## src/rtl/multi_nch_disp.sv

```systemverilog
`default_nettype none
// ============================================================================
// Module   : multi_nch_disp
// Brief    : Multi-channel display selector with manual select, timed
//            auto-scan and optional blink gating (macro MULTI_NCH_BLINK_EN).
// Revision : 1.0 - initial release
// ============================================================================
module multi_nch_disp #(
    parameter int CH        = 8,
    parameter int W         = 32,
    parameter int DWELL     = 4,
    parameter int BLINK_DIV = 16
) (
    input  logic                      clk,
    input  logic                      rst,
    input  logic                      EN,
    input  logic                      auto,
    input  logic [$clog2(CH)-1:0]     Test,
    input  logic [CH*W-1:0]           data_in,
    input  logic [CH*(W/4)-1:0]       point_in,
    input  logic [CH*(W/4)-1:0]       blink_in,
    output logic [W-1:0]              Disp_num,
    output logic [W/4-1:0]            point_out,
    output logic [W/4-1:0]            blink_out,
    output logic [$clog2(CH)-1:0]     ch_sel,
    output logic                      upd
);

    localparam int SEG = W / 4;
    localparam int SW  = $clog2(CH);
    localparam int DW  = (DWELL > 1) ? $clog2(DWELL) : 1;
    localparam logic [DW-1:0] c_DWELL_LAST = DW'(DWELL - 1);

    logic [SW-1:0]  r_ch_sel;
    logic [DW-1:0]  r_dwell;
    logic           r_prev_auto;
    logic           r_upd;
    logic [W-1:0]   r_disp;
    logic [SEG-1:0] r_point;
    logic [SEG-1:0] r_blink_raw;

    logic [SW-1:0]  w_next_sel;
    logic [DW-1:0]  w_next_dwell;
    logic           w_next_upd;

    // Next channel: Test in manual mode or on auto entry, else dwell-timed advance
    always_comb begin
        w_next_sel   = r_ch_sel;
        w_next_dwell = r_dwell;
        w_next_upd   = 1'b0;
        if (!auto) begin
            w_next_sel = Test;
            w_next_upd = (Test != r_ch_sel);
        end else if (!r_prev_auto) begin
            w_next_sel   = Test;
            w_next_dwell = '0;
            w_next_upd   = 1'b1;
        end else if (r_dwell == c_DWELL_LAST) begin
            w_next_sel   = r_ch_sel + 1'b1;
            w_next_dwell = '0;
            w_next_upd   = 1'b1;
        end else begin
            w_next_dwell = r_dwell + 1'b1;
        end
    end

    // Outputs are reloaded from the chosen channel every enabled clock so live data is tracked
    always_ff @(posedge clk or negedge rst) begin
        if (!rst) begin
            r_ch_sel    <= '0;
            r_dwell     <= '0;
            r_prev_auto <= 1'b0;
            r_upd       <= 1'b0;
            r_disp      <= '0;
            r_point     <= '0;
            r_blink_raw <= '0;
        end else if (EN) begin
            r_ch_sel    <= w_next_sel;
            r_dwell     <= w_next_dwell;
            r_prev_auto <= auto;
            r_upd       <= w_next_upd;
            r_disp      <= data_in[w_next_sel*W +: W];
            r_point     <= point_in[w_next_sel*SEG +: SEG];
            r_blink_raw <= blink_in[w_next_sel*SEG +: SEG];
        end else begin
            r_upd       <= 1'b0;
        end
    end

`ifdef MULTI_NCH_BLINK_EN
    localparam int BW = (BLINK_DIV > 1) ? $clog2(BLINK_DIV) : 1;
    localparam logic [BW-1:0] c_BLINK_LAST = BW'(BLINK_DIV - 1);

    logic [BW-1:0] r_blink_cnt;
    logic          r_phase;

    // Phase starts blank and toggles every BLINK_DIV enabled clocks
    always_ff @(posedge clk or negedge rst) begin
        if (!rst) begin
            r_blink_cnt <= '0;
            r_phase     <= 1'b0;
        end else if (EN) begin
            if (r_blink_cnt == c_BLINK_LAST) begin
                r_blink_cnt <= '0;
                r_phase     <= ~r_phase;
            end else begin
                r_blink_cnt <= r_blink_cnt + 1'b1;
            end
        end
    end

    assign blink_out = r_blink_raw & {SEG{r_phase}};
`else
    assign blink_out = r_blink_raw;
`endif

    assign Disp_num  = r_disp;
    assign point_out = r_point;
    assign ch_sel    = r_ch_sel;
    assign upd       = r_upd;

endmodule
`default_nettype wire
```

## config.mk

```make
export PLATFORM = sky130hd
export DESIGN_NAME = multi_nch_disp
export DESIGN_NICKNAME = d
export VERILOG_FILES = /design/src/rtl/multi_nch_disp.sv
export SDC_FILE = /design/constraint.sdc
export NUM_CORES = 1
export LEC_CHECK = 0
export CORE_AREA = 2 2 170 172
export DETAILED_ROUTE_END_ITERATION = 10
export DIE_AREA = 0 0 172 174
export PLACE_DENSITY = 0.55
export RECOVER_POWER = 25
export SLEW_MARGIN = 20
export SYNTH_ARGS = -nofsm -noshare
export SYNTH_HDL_FRONTEND = slang
export SYNTH_SLANG_ARGS = --single-unit
```

## constraint.sdc

```tcl
create_clock -name clk -period 2.3 [get_ports clk]
set_input_delay 0.46 -clock clk [delete_from_list [all_inputs] [get_ports clk]]
set_output_delay 0.46 -clock clk [all_outputs]
set_load 0.005 [all_outputs]
```

# Word-level counts from Yosys, hierarchy flattened
# Cells that the tools add are included.
[word_totals] regBits=55 in_bits=391 output_inout_bits=52
[op_classes] n_addsub=2 n_eq_ne=2 n_shift=3 n_mux=9 n_reduce_logical=1
[op_table] cell="$shiftx 256x9->32" n=1
[op_table] cell="$shiftx 64x7->8" n=2
[op_table] cell="$mux 3" n=3
[op_table] cell="$mux 1" n=4
[op_table] cell="$mux 2" n=2
[op_table] cell="$add 3x1->3 const B" n=1
[op_table] cell="$ne 3x3->1" n=1
[op_table] cell="$add 2x1->2 const B" n=1
[op_table] cell="$eq 2x2->1 const B" n=1
[op_table] cell="$reduce_and 2->1" n=1

# Longest topological paths before layout
# Gate-level depths: netlist (run 1).
[logic_depth] ltp_word=5 ltp_mapped=9 ltp_nobuf=6

# Worst setup path after synthesis (run 1)
# OpenSTA, ideal clock, no wires.
[synth_timing] path_kind="register to register" from="reg r_ch_sel[0], in the netlist ch_sel[0]" to="reg r_disp[3], in the netlist Disp_num[3]" setup_ns=0.126 t_arrival_ns=2.241 t_required_ns=2.174 slack_ns=-0.067 path_stages_with_launch=9 path_buffers=2 path_cell_list="dfrtp_1 > ha_1 > mux2_2 > mux2i_1 > buf_2 > buf_2 > mux4_2 > and2_1 > a221o_1"
[synth_via] elab_chain_len=5
[synth_rtl] element="start: declaration" line_no="34" rtl="logic [SW-1:0] r_ch_sel;"
[synth_rtl] element="start signal: assignment" line_no="78" rtl="r_ch_sel <= w_next_sel;"
[synth_rtl] element="$add 3x1->3" line_no="59" rtl="w_next_sel = r_ch_sel + 1'b1;"
[synth_rtl] element="$mux 3 (*)" line_no="58" rtl="end else if (r_dwell == c_DWELL_LAST) begin"
[synth_rtl] element="$mux 3 (*)" line_no="54" rtl="end else if (!r_prev_auto) begin"
[synth_rtl] element="$mux 3 (*)" line_no="51" rtl="if (!auto) begin"
[synth_rtl] element="$shiftx 256x9->32 (*)" line_no="82" rtl="r_disp <= data_in[w_next_sel*W +: W];"
[synth_rtl] element="end signal: assignment" line_no="82"
[synth_rtl] element="end: declaration" line_no="38" rtl="logic [W-1:0] r_disp;"
# Every way passes the cells marked *; elsewhere a longest branch is shown, timed or not.
# A chain may end at the register's enable or synchronous reset.

# Worst setup path after layout (run 1)
[layout_timing] from="reg r_ch_sel[0], in the netlist ch_sel[0]" to="reg r_point[7], in the netlist point_out[7]"
[layout_via] elab_chain_len=5
[layout_rtl] element="$add 3x1->3" line_no="59"
[layout_rtl] element="$mux 3 (*)" line_no="58"
[layout_rtl] element="$mux 3 (*)" line_no="54"
[layout_rtl] element="$mux 3 (*)" line_no="51"
[layout_rtl] element="$shiftx 64x7->8 (*)" line_no="83" rtl="r_point <= point_in[w_next_sel*SEG +: SEG];"
[layout_rtl] element="end signal: assignment" line_no="83"
[layout_rtl] element="end: declaration" line_no="39" rtl="logic [SEG-1:0] r_point;"
# Marked as above.

==> impl_metrics.env, run 1 <==
export IMPL_drive_gt1_share_pct=20.9
export IMPL_routed_wl_um=25700
export IMPL_first_global_vias=6171
export IMPL_drv_cap=1
export IMPL_postCtsHoldBufs=0
export IMPL_async_flop_share_pct=100
export IMPL_die_area_mm2=0.0299
export IMPL_finalSetupViolations=48
export IMPL_grt_use_met3_pct=3.85
export IMPL_num_rows=62
export IMPL_cts_sinks=55
export IMPL_gr_total_overflow=0
export IMPL_yosys_area_top_type="mux2i_1"
export IMPL_die_h_um=174
export IMPL_grtUsageTotal_pct=16.7
export IMPL_vdd_drop_max_mv=0.263
export IMPL_hold_violations=0
export IMPL_fmax_mhz=417
export IMPL_clock_latency_ns=0.31
export IMPL_start_kind="register"
export IMPL_final_common_cell="clkdlybuf4s50_1"
export IMPL_drc=0
export IMPL_critPathMaxFanout=13
export IMPL_arrival_ns=2.60
export IMPL_gp_congestion=0.799
export IMPL_post_place_ws_ns=-0.567
export IMPL_synth_edf_count=0
export IMPL_antenna_found_initial=0
export IMPL_root_buffer="clkbuf_16"
export IMPL_area_growth_pct=120
export IMPL_htreeDepth=2
export IMPL_yosysUniqueCellTypes=29
export IMPL_synth_seq_cells=55
export IMPL_viasPerCell=4.33
export IMPL_clk_pin_slew_ns=0.08
export IMPL_busiest_layer="met2"
export IMPL_pin_count=443
export IMPL_powerDensity_mw_per_mm2=452
export IMPL_syn_area_mm2=0.00518
export IMPL_grt_use_met2_pct=31.3
export IMPL_ys_seq_area_share_pct=26.6
export IMPL_worstSetupPathType="register to register"
export IMPL_start_util_pct=18.3
export IMPL_vias=5631
export IMPL_period_minus_slack_ns=2.40
export IMPL_failed_checks="capacitance limit, slew limit, setup timing"
export IMPL_netlist_instances=417
export IMPL_worstPathRequired_ns=2.50
export IMPL_avgSynthCellArea_um2=12.4
export IMPL_drt_iter0_drc=155
export IMPL_routedWlPerCell_um=19.8
export IMPL_slew_headroom_pct=-8.63
export IMPL_cp_end_kind="register"
export IMPL_synth_nets=810
export IMPL_cellLeakagePower_nw=4.73
export IMPL_crit_slowest_cell="dfrtp_1"
export IMPL_skew_ns=0.00851
export IMPL_ys_top_cells_by_area="mux2i_1 (28%), dfrtp_1 (27%), mux4_2 (20%)"
export IMPL_mostFrequentLayoutCells="clkdlybuf4s50_1 (440), mux2i_1 (132), dfrtp_1 (55), mux4_2 (48), a221o_1 (48)"
export IMPL_yosys_warnings=0
export IMPL_clk_path_buf_depth=2
export IMPL_yosys_area_top_type_share_pct=28.0
export IMPL_fin_nets=1308
export IMPL_ant_nets=0
export IMPL_post_route_period_util_pct=104
export IMPL_antenna_cells=0
export IMPL_tightest_slew_ns=1.63
export IMPL_hp_class="register to register"
export IMPL_worstPathCellList="ha_1, mux2_4, mux2i_4, buf_12, buf_16, mux4_2, and2_0, a221o_1"
export IMPL_status="complete, but fails checks"
export IMPL_critPathMaxStageDelay_ns=0.40
export IMPL_grt_pass1_wl_um=37000
export IMPL_numCtsBuffers=5
export IMPL_dpl_hpwl_um=20100
export IMPL_total_power_mw=5.16
export IMPL_die_width_um=172
export IMPL_slew_violations=56
export IMPL_grt_max_degree=56
export IMPL_first_pass_iters=4
export IMPL_cts_tree="done"
export IMPL_grt_met1_usage_pct=18.9
export IMPL_portBuffers=442
export IMPL_fin_ws_ns=-0.101
export IMPL_rsz0062_at_grt="true"
export IMPL_synthFlopType="dfrtp_1"
export IMPL_core_mm2=0.0282
## registers in the layout, summed over array words and instances, names as in the netlist
register     cells
blink_out        8
r_prev_auto      1
point_out        8
ch_sel           3
upd              1
r_dwell          2
Disp_num        32
## through the flow
step / utilization, % / hold WS (ns) / setup TNS [ns] / cells / cell area [um^2]
after floorplan: - / 0.164 / -0.812 / 417 / 5190
after global placement: 37.3 / 0.484 / -26.24 / 1271 / 10500
after detailed placement: 37.5 / 0.502 / -25.27 / 1273 / 10600
after CTS: 40.4 / 0.155 / -5.66 / 1302 / 11400
after global routing: 40.4 / 0.535 / -7.87 / 1300 / 11400
final: 40.4 / 0.517 / -3.18 / 1300 / 11400
## cell usage after synthesis (all sizes together), types with 2 or more instances
| library cell | count |
|---|---|
| a21o | 2 |
| a21oi | 2 |
| a221o | 48 |
| and2 | 50 |
| buf | 26 |
| clkbuf | 15 |
| dfrtp | 55 |
| ha | 2 |
| inv | 2 |
| mux2i | 146 |
| mux4 | 48 |
| nand2 | 5 |
| o21ai | 5 |
| xnor2 | 3 |
## report_power, final
part / leakage (nW) / total (mW) / internal, mW / switching, mW
clock: 0.0900 / 1.06 / 0.627 / 0.429
sequential: 0.677 / 1.28 / 1.15 / 0.131
combinational: 3.96 / 2.82 / 1.91 / 0.907
total: 4.73 / 5.16 / 3.69 / 1.47
## kinds of logic (layout without fill, tap and decap cells)
logic type	after synthesis	after routing	share of synthesized area, %
compound gates	60	60	10.7
xor+xnor	4	4	0.822
fa+ha+maj	2	2	0.483
buf+inv	43	542	4.95
flops	55	55	26.6
mux	195	195	49.6
simple gates	58	58	6.79
## routing by layer
layer	share of wire, %	vias up
met5	0	-
met4	1.5	0
met3	7.1	22
met2	53	232
met1	38	2699
li1	-	2678
## critical path, delay by kind of cell, from the launching register on
family	cells	cell delay, ns
adders and majority gates	1	0.28
DFF	1	0.40
buffers and inverters	2	0.38
and+or+nand+nor	1	0.15
muxes	3	0.80
AOI/OAI and AO/OA	1	0.27
## path summary, 6_finish.rpt
path | start | end | slack (ns) | cells after the start
min in group asynchronous | rst | Disp_num[11]$_DFFE_PN0P_ | 0.65 | 2
max in group asynchronous | rst | Disp_num[23]$_DFFE_PN0P_ | 0.68 | 2
worst max-delay path | ch_sel[0]$_DFFE_PN0P_ | point_out[7]$_DFFE_PN0P_ | -0.10 | 8
worst min-delay path | Disp_num[31]$_DFFE_PN0P_ | Disp_num[31]$_DFFE_PN0P_ | 0.52 | 1
worst max register to register | ch_sel[0]$_DFFE_PN0P_ | point_out[7]$_DFFE_PN0P_ | -0.10 | 8
worst min register to register | Disp_num[31]$_DFFE_PN0P_ | Disp_num[31]$_DFFE_PN0P_ | 0.52 | 1
## area by class of cell
class | count | area [um^2]
Timing Repair Buffer | 532 | 5640
Inverter | 2 | 7.51
Clock buffer | 5 | 125
Sequential cell | 55 | 1380
Fill cell | 2775 | 16800
Multi-Input combinational cell | 319 | 3720
Clock inverter | 3 | 67.6
Tap cell | 384 | 480
## timing repair
action / in CTS / in global routing
endpoints found under the setup margin: 48 / 48
pin swaps: 51 / 16
endpoints found under the hold margin: 0 / 0
setup buffers: 12 / 1
cloned: 9 / 1
gates resized for setup: 58 / 31
Power figures use the tool's default switching activity.
==> inputs of run 2 (changes only) <==
- CTS_CLUSTER_DIAMETER: unset -> 80
==> results of run 2 <==
Final layout, timing and power as in run 1 (identical DEF).
